### src/rtl/queue_arbiter_pkg.sv
// Shared parameters and helpers for the queue arbiter and related port arbiters.
// Packet width and default port count live here so every stage agrees on them.
package queue_arbiter_pkg;

  localparam int PACKET_WIDTH      = 32;
  localparam int DEFAULT_NUM_PORTS = 4;
  localparam int DEFAULT_PORT_BITS = 2;

  // Modulo increment that wraps explicitly, so non-power-of-two port counts stay in range.
  function automatic int wrap_inc(input int idx, input int modulus);
    return (idx + 1 >= modulus) ? 0 : idx + 1;
  endfunction

endpackage

### src/rtl/queue_arbiter_if.sv
// Valid/ready packet bundle between the producers, the arbiter and the packet queue.
// The arbiter uses the slave modport; producers and the queue side use master.
interface queue_arbiter_if
  import queue_arbiter_pkg::*;
#(
  parameter int NUM_PORTS = DEFAULT_NUM_PORTS,
  parameter int PORT_BITS = DEFAULT_PORT_BITS,
  parameter int PKT_W     = PACKET_WIDTH
);

  logic [NUM_PORTS-1:0]       RECEIVE_PC_VALID;
  logic [NUM_PORTS*PKT_W-1:0] RECEIVE_PC_DATA;
  logic [NUM_PORTS-1:0]       RECEIVE_PC_READY;
  logic                       SEND_PC_VALID;
  logic [PKT_W-1:0]           SEND_PC_DATA;
  logic                       SEND_PC_READY;
  logic [PORT_BITS-1:0]       SEND_PC_SRC;

  modport slave (
    input  RECEIVE_PC_VALID, RECEIVE_PC_DATA, SEND_PC_READY,
    output RECEIVE_PC_READY, SEND_PC_VALID, SEND_PC_DATA, SEND_PC_SRC
  );

  modport master (
    output RECEIVE_PC_VALID, RECEIVE_PC_DATA, SEND_PC_READY,
    input  RECEIVE_PC_READY, SEND_PC_VALID, SEND_PC_DATA, SEND_PC_SRC
  );

endinterface

### src/rtl/queue_arbiter_rr_picker.sv
// Combinational round-robin picker: first requester at or after ptr, wrapping.
// Kept free of state so other port arbiters can reuse it.
module rr_picker
  import queue_arbiter_pkg::*;
#(
  parameter int NUM_PORTS = DEFAULT_NUM_PORTS,
  parameter int PORT_BITS = DEFAULT_PORT_BITS
) (
  input  logic [NUM_PORTS-1:0] req,
  input  logic [PORT_BITS-1:0] ptr,
  output logic                 any,
  output logic [PORT_BITS-1:0] grant
);

  logic [NUM_PORTS-1:0] rotated;
  int                   idx;

  // Bit k of rotated is the request at (ptr + k) mod NUM_PORTS.
  assign rotated = NUM_PORTS'({req, req} >> ptr);

  always_comb begin
    any   = 1'b0;
    grant = '0;
    idx   = 0;
    for (int k = NUM_PORTS - 1; k >= 0; k--) begin
      if (rotated[k]) begin
        idx = int'(ptr) + k;
        if (idx >= NUM_PORTS) begin
          idx = idx - NUM_PORTS;
        end
        any   = 1'b1;
        grant = PORT_BITS'(idx);
      end
    end
  end

endmodule

### src/rtl/queue_arbiter.sv
// Round-robin merge of NUM_PORTS producer channels into one registered output stage
// feeding the packet queue; one packet per cycle, no drops, bounded wait per requester.
module queue_arbiter
  import queue_arbiter_pkg::*;
#(
  parameter int NUM_PORTS = DEFAULT_NUM_PORTS,
  parameter int PORT_BITS = DEFAULT_PORT_BITS
) (
  input  logic          CLK,
  input  logic          RST_N,
  queue_arbiter_if.slave bus
);

  logic                    load;
  logic                    any;
  logic [PORT_BITS-1:0]    grant;
  logic [NUM_PORTS-1:0]    recv_ready;

  logic                    send_valid_q, send_valid_d;
  logic [PACKET_WIDTH-1:0] send_data_q,  send_data_d;
  logic [PORT_BITS-1:0]    send_src_q,   send_src_d;
  logic [PORT_BITS-1:0]    ptr_q,        ptr_d;

  rr_picker #(
    .NUM_PORTS (NUM_PORTS),
    .PORT_BITS (PORT_BITS)
  ) u_picker (
    .req   (bus.RECEIVE_PC_VALID),
    .ptr   (ptr_q),
    .any   (any),
    .grant (grant)
  );

  assign load = !send_valid_q || bus.SEND_PC_READY;

  // Ready is gated by RST_N so producers see no acceptance while reset is held.
  always_comb begin
    send_valid_d = send_valid_q;
    send_data_d  = send_data_q;
    send_src_d   = send_src_q;
    ptr_d        = ptr_q;
    recv_ready   = '0;
    if (load) begin
      send_valid_d = any;
      if (any) begin
        send_data_d       = bus.RECEIVE_PC_DATA[int'(grant)*PACKET_WIDTH +: PACKET_WIDTH];
        send_src_d        = grant;
        ptr_d             = PORT_BITS'(wrap_inc(int'(grant), NUM_PORTS));
        recv_ready[grant] = RST_N;
      end
    end
  end

  always_ff @(posedge CLK or negedge RST_N) begin
    if (!RST_N) begin
      send_valid_q <= 1'b0;
      send_data_q  <= '0;
      send_src_q   <= '0;
      ptr_q        <= '0;
    end else begin
      send_valid_q <= send_valid_d;
      send_data_q  <= send_data_d;
      send_src_q   <= send_src_d;
      ptr_q        <= ptr_d;
    end
  end

  assign bus.RECEIVE_PC_READY = recv_ready;
  assign bus.SEND_PC_VALID    = send_valid_q;
  assign bus.SEND_PC_DATA     = send_data_q;
  assign bus.SEND_PC_SRC      = send_src_q;

endmodule

### src/flat_wrapper.sv
// flat-port wrapper written by rule: the top's interface ports become plain ports
module queue_arbiter_flat import queue_arbiter_pkg::*;
#(
  parameter int NUM_PORTS = DEFAULT_NUM_PORTS,
  parameter int PORT_BITS = DEFAULT_PORT_BITS
)
  (CLK, RST_N, bus_RECEIVE_PC_VALID, bus_RECEIVE_PC_DATA, bus_SEND_PC_READY, bus_RECEIVE_PC_READY, bus_SEND_PC_VALID, bus_SEND_PC_DATA, bus_SEND_PC_SRC);
  queue_arbiter_if #(.NUM_PORTS(NUM_PORTS), .PORT_BITS(PORT_BITS), .PKT_W(PACKET_WIDTH)) bus_i ();
  input  logic CLK;
  input  logic RST_N;
  input wire logic [$bits(bus_i.RECEIVE_PC_VALID)-1:0] bus_RECEIVE_PC_VALID;
  input wire logic [$bits(bus_i.RECEIVE_PC_DATA)-1:0] bus_RECEIVE_PC_DATA;
  input wire logic [$bits(bus_i.SEND_PC_READY)-1:0] bus_SEND_PC_READY;
  output wire logic [$bits(bus_i.RECEIVE_PC_READY)-1:0] bus_RECEIVE_PC_READY;
  output wire logic [$bits(bus_i.SEND_PC_VALID)-1:0] bus_SEND_PC_VALID;
  output wire logic [$bits(bus_i.SEND_PC_DATA)-1:0] bus_SEND_PC_DATA;
  output wire logic [$bits(bus_i.SEND_PC_SRC)-1:0] bus_SEND_PC_SRC;
  assign bus_i.RECEIVE_PC_VALID = bus_RECEIVE_PC_VALID;
  assign bus_i.RECEIVE_PC_DATA = bus_RECEIVE_PC_DATA;
  assign bus_i.SEND_PC_READY = bus_SEND_PC_READY;
  assign bus_RECEIVE_PC_READY = bus_i.RECEIVE_PC_READY;
  assign bus_SEND_PC_VALID = bus_i.SEND_PC_VALID;
  assign bus_SEND_PC_DATA = bus_i.SEND_PC_DATA;
  assign bus_SEND_PC_SRC = bus_i.SEND_PC_SRC;
  queue_arbiter #(.NUM_PORTS(NUM_PORTS), .PORT_BITS(PORT_BITS)) u_core (.CLK(CLK), .RST_N(RST_N), .bus(bus_i));
endmodule
### config.mk
export PLATFORM = sky130hd
export DESIGN_NAME = queue_arbiter_flat
export DESIGN_NICKNAME = d
export VERILOG_FILES = /design/src/rtl/queue_arbiter_pkg.sv /design/src/rtl/queue_arbiter_if.sv /design/src/rtl/queue_arbiter_rr_picker.sv /design/src/rtl/queue_arbiter.sv /design/src/flat_wrapper.sv
export SDC_FILE = /design/constraint.sdc
export NUM_CORES = 1
export LEC_CHECK = 0
export ABC_AREA = 1
export CORE_MARGIN = 2
export CORE_UTILIZATION = 25
export CTS_CLUSTER_DIAMETER = 40
export DETAILED_ROUTE_END_ITERATION = 8
export HOLD_SLACK_MARGIN = 0.02
export RECOVER_POWER = 50
export SETUP_SLACK_MARGIN = 0.1
export SLEW_MARGIN = 0
export SYNTH_ARGS = -nofsm -noshare
export SYNTH_HDL_FRONTEND = slang
export SYNTH_SLANG_ARGS = --single-unit
### constraint.sdc
create_clock -name CLK -period 5.91 [get_ports CLK]
set_input_delay 1.773 -clock CLK [delete_from_list [all_inputs] [get_ports CLK]]
set_output_delay 1.773 -clock CLK [all_outputs]
set_load 0.01 [all_outputs]
==> metrics.csv, run 1 <==
stage;metric;value;unit
worst_setup_path;data required time of the critical path;4.14;ns
drt;count of nets left with antenna violations after detail routing;0;
clock_tree;number of H-tree levels;2;
yosys;top area cells in the synthesized netlist;dfrtp_1, nand3_1, nand2_1, buf_4, inv_1;
timing;total negative slack;0;ns
grt;first-pass GRT wire length;15800;µm
yosys;parity-gate share of the synthesized area counting xor and xnor cells;0;%
outcome;outcome;finished, final reports clean;
yosys;Post-Synth Simple-Gate Area;54.7;%
timing;final count of hold timing violations;0;
worst_setup_path;CP max FO;7;
timing;Slew Viols, Final;0;
timing;Max Clock Freq;177;MHz
power;leakage power total;2.17;nW
final_layout;number of fill cells;1181;
placement;count of input and output buffers;173;
placement;gp weighted congestion;0.838;
worst_hold_path;classification of the worst-slack hold path;reg2reg;
yosys;total number of yosys warnings;0;
floorplanning;# IOs;174;
yosys;complex-gate fraction of the synthesized area;1.56;%
timing;final hold slack;0.474;ns
yosys;fraction of synthesized cell area taken by the top area cell type;33.0;%
clock_tree;total CTS buffers;5;
timing;worst rel slew slack;24.6;%
drt;number of vias per cell;4.74;
flow_run;# Max-Cap Violations;0;
final_layout;number of non-filler instances in the completed layout;737;
final_layout;share of cells above drive strength 1;4.86;%
drt;Detailed Route WL;10100;µm
yosys;Yosys top cell by area;dfrtp_1;
worst_setup_path;startpoint type of the worst setup path;input pin;
clock_tree;cell at the root of the clock tree;clkbuf_8;
final_layout;area used by sequential logic in the layout;926;µm²
clock_tree;maximum buffer depth of the clock tree;2;
yosys;share of synthesized cell area in full adder, half adder and majority cells;0.446;%
yosys;main combinational cell family by area after synthesis;simple AND/OR/NAND/NOR gates;
floorplanning;floorplan row count;38;
yosys;post-synthesis net count;577;
floorplanning;Starting Density;25.8;%
drt;iteration count of the initial detailed-routing pass;4;
grt;number of antenna violations at the first check in global routing;0;
yosys;number of synthesized register bits;37;
floorplanning;Die Span X;110;µm
final_layout;most used cells in the layout excluding fill and tap cells;nand3_1, nand2_1, clkdlybuf4s50_1, dfrtp_1, dlygate4sd3_1;
yosys;average cell area after synthesis;6.36;µm²
placement;post-placement cell count;729;
timing;unrepaired setup endpoints after global routing;false;
floorplanning;placeable core area;10900;µm²
grt;largest net degree at the start of global routing;65;
power;Max IR drop VDD;0.581;mV
yosys;synthesized area;2810;µm²
timing;Final Setup Violations;0;
drt;number of remaining DRC errors;0;
clock_tree;number of clock sinks;37;
final_layout;area taken by multi-input logic gates;1600;µm²
grt;total global-route track usage;16.4;%
yosys;mux share of post-synthesis cell area;0;%
clock_tree;Post-CTS Setup Bufs;0;
timing;part of the cycle the worst path needs;95.5;%
timing;final worst clock skew;0.00738;ns
final_layout;number of nets in the final layout;732;
yosys;distinct cell type count of the synthesized netlist;21;
power;power density over the cells;577;nW/µm²
yosys;sequential cell area fraction in the yosys report;33.0;%
timing;time the worst path needs with I/O delays and setup;5.64;ns
placement;Detailed Place HPWL;7340;µm
worst_setup_path;Crit. End Element;output pin;
timing;slew at the pin with the worst max-slew slack;1.13;ns
final_layout;area added between synthesis and finish;66.1;%
final_layout;total non-filler cell area in the finished layout;4660;µm²
placement;area post-placement;4560;µm²
drt;vias post-DR;3491;
clock_tree;clock latency on the worst-skew pair;0.28;ns
final_layout;Antenna diodes;0;
yosys;number of instances in the synthesized netlist;441;
floorplanning;overall die area;12100;µm²
worst_setup_path;crit path kind;in2out;
floorplanning;Die Ht;110;µm
worst_setup_path;data arrival time of the critical path;3.87;ns
grt;number of global-route vias before repair;3383;
drt;Iter 0 DRT Violations;273;
grt;grt total ovfl;0;
clock_tree;clock tree from TritonCTS;done;
clock_tree;Clk pin slew, worst setup/hold paths;0.08;ns
final_layout;leading cell type in the layout, fill and taps excluded;nand3_1;
drt;mean routed wirelength per cell;13.7;µm
## report_power, final
group / leakage (nW) / internal [W] / switching (W)
Clock: 0.0542 / 0.000105 / 0.0000876
Sequential: 0.444 / 0.000395 / 0.0000771
Combinational: 1.67 / 0.000792 / 0.00123
Total: 2.17 / 0.00129 / 0.00140
## cell families (layout without fill, tap and decap cells)
family / count (synthesis) / after routing
AND/OR/NAND/NOR: 347 / 347
buffers and inverters: 50 / 206
flip-flops: 37 / 37
AO/OA/AOI/OAI: 6 / 6
adder cells (fa/ha/maj): 1 / 1
## final cells by class
type / instances / share of cell area [%]
Clock inverter: 1 / 0.107
Inverter: 15 / 1.21
Clock buffer: 7 / 2.07
Tap cell: 140 / 3.76
Sequential cell: 37 / 19.9
Timing Repair Buffer: 183 / 38.6
Multi-Input combinational cell: 354 / 34.4
## cell usage after synthesis
cell	number
a21oi_1	2
a21boi_4	1
buf_6	2
o21ai_0	2
inv_2	4
nor2_1	7
nand2_2	2
ha_1	1
o21ai_1	1
clkbuf_1	4
nand3_2	1
buf_2	8
nor2_2	1
nor3_1	1
buf_4	20
nand2_1	163
nand3_1	171
inv_1	11
nor3b_1	1
dfrtp_1	37
buf_1	1
## what timing repair did
item | 4_1_cts | 5_1_grt
endpoints found under the hold margin | 0 | 0
hold buffers | 0 | 0
resized for setup | 0 | 1
setup endpoints to repair | 0 | 1
## sequential cells by signal, summed over array words and instances (netlist names)
signal / cells
u_core.bus.SEND_PC_DATA: 32
u_core.bus.SEND_PC_SRC: 2
u_core.ptr_q: 2
u_core.bus.SEND_PC_VALID: 1
## layer usage
metal  part of all wire, %  track usage [%]
met5                     0                0
met3                    11             5.10
met2                    47             28.2
met1                    41             19.9
met4                   1.1             3.71
## path summary, 6_finish.rpt
check / slack [ns] / from / end / depth (start not counted)
max in group asynchronous: 2.71 / RST_N / u_core.bus.SEND_PC_DATA[29] / 2
min in group asynchronous: 1.68 / RST_N / u_core.ptr_q[1] / 1
max: 0.27 / bus_RECEIVE_PC_VALID[0] / bus_RECEIVE_PC_READY[1] / 12
max reg2reg: 3.58 / u_core.ptr_q[0] / u_core.bus.SEND_PC_DATA[11] / 11
min: 0.47 / u_core.bus.SEND_PC_DATA[4] / u_core.bus.SEND_PC_DATA[4] / 2
min reg2reg: 0.47 / u_core.bus.SEND_PC_DATA[4] / u_core.bus.SEND_PC_DATA[4] / 2
## critical path, cell delays in order
cell,delay (ns)
clkdlybuf4s50_1,0.47
inv_1,0.06
nand2_1,0.12
nand3_2,0.10
nand2_1,0.12
inv_2,0.05
nand3_2,0.08
nand2_2,0.10
nor2_1,0.19
inv_1,0.08
nor3_1,0.14
clkdlybuf4s50_1,0.56
## stage by stage
stage / util, % / power (W) / setup slack, ns
final: 42.8 / 0.00269 / 0.268
after global routing: 42.8 / 0.00300 / 0.133
after CTS: 42.8 / 0.00275 / 0.291
after detailed placement: 41.9 / 0.00255 / 0.303
after global placement: 41.9 / 0.00252 / 0.341
after floorplan: - / 0.00196 / 1.08
Note: power is estimated with default switching activity, not from simulation.
==> run 2: changes to the inputs <==
Settings changed: HOLD_SLACK_MARGIN 0.02 to not set, SLEW_MARGIN 0 to 30.
==> results of run 2 <==
Final layout, timing and power as in run 1 (identical DEF).
==> run 3: changes to the inputs <==
Settings changed: CORE_UTILIZATION 25 to 41, PLACE_DENSITY set to 0.88, TNS_END_PERCENT set to 1.
==> run 3 against run 2 <==
Net effect: sequential cell count unchanged; highest routed layer unchanged; largest power group unchanged; clock-buffer cell count unchanged; the run now ends with capacitance limit, slew limit left; largest cell class unchanged; register-to-register slack worse by 0.02 ns; routed wire length down 7.5%.
==> metrics.csv, run 3 (synthesis results as in run 1) <==
stage;metric;value;unit;change
final_layout;share of cells above drive strength 1;4.85;%;was 4.86%
worst_hold_path;source of the worst hold timing path;u_core.bus.SEND_PC_DATA[4];;unchanged
timing;Final Setup Violations;0;;unchanged
clock_tree;total CTS buffers;5;;unchanged
timing;Max Clock Freq;178;MHz;was 177 MHz
placement;Detailed Place HPWL;7070;µm;was 7340 µm
drt;Iter 0 DRT Violations;164;;was 273
final_layout;most used cells in the layout excluding fill and tap cells;nand3_1, nand2_1, clkdlybuf4s50_1, dfrtp_1, dlygate4sd3_1;;unchanged
drt;number of remaining DRC errors;0;;unchanged
timing;Slew Viols, Final;38;;was 0
timing;worst rel slew slack;-32.1;%;was 24.6%
worst_hold_path;classification of the worst-slack hold path;reg2reg;;unchanged
worst_hold_path;end of the worst hold path;u_core.bus.SEND_PC_DATA[4];;unchanged
worst_setup_path;terminus of the critical flop-to-flop path;u_core.bus.SEND_PC_DATA[1];;was u_core.bus.SEND_PC_DATA[11]
worst_hold_path;worst hold stages;2;;unchanged
grt;number of antenna violations at the first check in global routing;0;;unchanged
power;Clk pwr share;8.2;%;was 7.2%
grt;total global-route track usage;25.0;%;was 16.4%
floorplanning;# IOs;174;;unchanged
power;internal power;0.00133;W;was 0.00129 W
placement;gp weighted congestion;0.901;;was 0.838
grt;first-pass GRT wire length;15200;µm;was 15800 µm
placement;area post-placement;4490;µm²;was 4560 µm²
drt;count of nets left with antenna violations after detail routing;0;;unchanged
power;Switching Fraction;51.0;%;was 51.9%
grt;number of global-route vias before repair;3278;;was 3383
worst_setup_path;startpoint type of the worst setup path;input pin;;unchanged
worst_setup_path;crit path kind;in2out;;unchanged
grt;largest net degree at the start of global routing;65;;unchanged
worst_setup_path;RR Startpoint;u_core.ptr_q[0];;unchanged
worst_setup_path;data required time of the critical path;4.14;ns;about the same
final_layout;number of fill cells;593;;was 1181
drt;mean routed wirelength per cell;13.8;µm;was 13.7 µm
drt;Detailed Route WL;9330;µm;was 10100 µm
clock_tree;clock tree from TritonCTS;done;;unchanged
clock_tree;clock latency on the worst-skew pair;0.28;ns;about the same
clock_tree;Clk pin slew, worst setup/hold paths;0.07;ns;was 0.08 ns
flow_run;# Max-Cap Violations;1;;was 0
drt;number of vias per cell;5.35;;was 4.74
timing;unrepaired setup endpoints after global routing;false;;unchanged
timing;total negative slack;0;ns;unchanged
floorplanning;Starting Density;41.8;%;was 25.8%
worst_setup_path;CP max FO;5;;was 7
timing;part of the cycle the worst path needs;95.2;%;was 95.5%
power;sequential share of power;17.5;%;was 17.6%
timing;worst path setup slack after routing;0.285;ns;was 0.268 ns
clock_tree;maximum buffer depth of the clock tree;2;;unchanged
floorplanning;placeable core area;6720;µm²;was 10900 µm²
timing;time the worst path needs with I/O delays and setup;5.62;ns;was 5.64 ns
power;Max IR drop VDD;0.440;mV;was 0.581 mV
clock_tree;cell at the root of the clock tree;clkbuf_8;;unchanged
worst_setup_path;Crit. End Element;output pin;;unchanged
timing;final worst clock skew;0.00468;ns;was 0.00738 ns
floorplanning;overall die area;7520;µm²;was 12100 µm²
timing;slew at the pin with the worst max-slew slack;1.98;ns;was 1.13 ns
power;switching power of the nets;0.00138;W;was 0.00140 W
worst_setup_path;worst reg-to-reg setup slack;3.56;ns;was 3.58 ns
timing;final count of hold timing violations;0;;unchanged
final_layout;max reg flops;32;;unchanged
floorplanning;Die Ht;86.7;µm;was 110 µm
floorplanning;floorplan row count;30;;was 38
power;part of the power in combinational logic;74.3;%;was 75.3%
floorplanning;Die Span X;86.7;µm;was 110 µm
final_layout;Antenna diodes;0;;unchanged
grt;grt total ovfl;0;;unchanged
outcome;outcome;finished, violations left;;was finished, final reports clean
placement;worst setup slack after placement;0.293;ns;was 0.303 ns
final_layout;area taken by multi-input logic gates;1600;µm²;unchanged
final_layout;total non-filler cell area in the finished layout;4600;µm²;was 4660 µm²
final_layout;area added between synthesis and finish;64.1;%;was 66.1%
clock_tree;number of H-tree levels;2;;unchanged
power;leakage power total;2.16;nW;was 2.17 nW
final_layout;leading cell type in the layout, fill and taps excluded;nand3_1;;unchanged
final_layout;area used by sequential logic in the layout;926;µm²;unchanged
drt;iteration count of the initial detailed-routing pass;4;;unchanged
drt;vias post-DR;3628;;was 3491
clock_tree;Post-CTS Setup Bufs;0;;unchanged
final_layout;number of nets in the final layout;733;;was 732
outcome;violated checks;capacitance limit, slew limit;;
clock_tree;number of clock sinks;37;;unchanged
placement;count of input and output buffers;173;;unchanged
power;power density over the cells;589;nW/µm²;was 577 nW/µm²
worst_setup_path;data arrival time of the critical path;3.85;ns;was 3.87 ns
worst_setup_path;number of cells traversed by the worst register-to-register path;12;;was 11
run 3: changes by cell type in the layout (fill, tap and decap cells not counted), sizes merged:
cell | before | now
bufinv | 0 | 1
clkinv | 1 | 0
clkdlybuf4s50 | 152 | 153
dlymetal6s2s | 1 | 0
buf | 9 | 10
run 3: power groups by stage:
| stage | logic, W | registers, W | clock network [W] |
|---|---|---|---|
| after floorplan | 0.00144 | 0.000523 | 0 |
| after global routing | 0.00228 | 0.000495 | 0.000241 |
| after detailed placement | 0.00204 | 0.000480 | 0 |
| final | 0.00202 | 0.000474 | 0.000222 |
| after CTS | 0.00205 | 0.000478 | 0.000229 |
| after global placement | 0.00199 | 0.000474 | 0 |
run 3: per-stage QoR:
step | total power [W] | util, % | hold slack [ns] | std cells
after floorplan | 0.00196 | - | 0.516 | 441
after global placement | 0.00246 | 66.8 | 0.461 | 670
after detailed placement | 0.00252 | 66.8 | 0.467 | 670
after CTS | 0.00275 | 68.6 | 0.486 | 678
after global routing | 0.00301 | 68.5 | 0.495 | 678
final | 0.00271 | 68.5 | 0.478 | 678
run 3: metal layers:
layer	vias to the layer above	track usage (%)	part of all wire (%)
met3	21	5.90	8.7
li1	1770	-	-
met1	1663	29.6	39
met4	0	8.24	2.1
met2	174	44.5	50
met5	-	0	0
run 3: worst max path at each step:
stage                             from                       to  slack (ns)  depth (start not counted)
6_report       bus_RECEIVE_PC_VALID[3]  bus_RECEIVE_PC_READY[3]        0.29                         12
5_1_grt        bus_RECEIVE_PC_VALID[3]  bus_RECEIVE_PC_READY[3]        0.11                         12
4_1_cts        bus_RECEIVE_PC_VALID[0]  bus_RECEIVE_PC_READY[1]        0.28                         12
3_5_place_dp   bus_RECEIVE_PC_VALID[0]  bus_RECEIVE_PC_READY[1]        0.29                         12
3_3_place_gp   bus_RECEIVE_PC_VALID[3]  bus_RECEIVE_PC_READY[3]        0.38                         12
2_1_floorplan  bus_RECEIVE_PC_VALID[0]  bus_RECEIVE_PC_READY[3]        1.08                         13
run 3: layout make-up:
type                       instances  area share [%]
clock inverter                     1           0.652
clock buffer                       7            1.87
tap                               80            2.17
sequential                        37            20.1
inverter                          15            1.22
multi-input combinational        354            34.8
timing repair buffer             184            39.2
run 3: timing repair:
action	in CTS	in global routing
gates resized for setup	0	1
setup endpoints to repair	0	1
hold buffers	0	0
run 3: worst max-delay path, cell delays in order:
cell             delay (ns)
clkdlybuf4s50_1        0.50
nand2_1                0.09
nand3_1                0.13
nand2_1                0.07
nand2_1                0.11
nand2_1                0.07
nand2_2                0.07
nand2_2                0.09
inv_1                  0.07
ha_1                   0.12
nor3b_1                0.18
clkdlybuf4s50_1        0.57
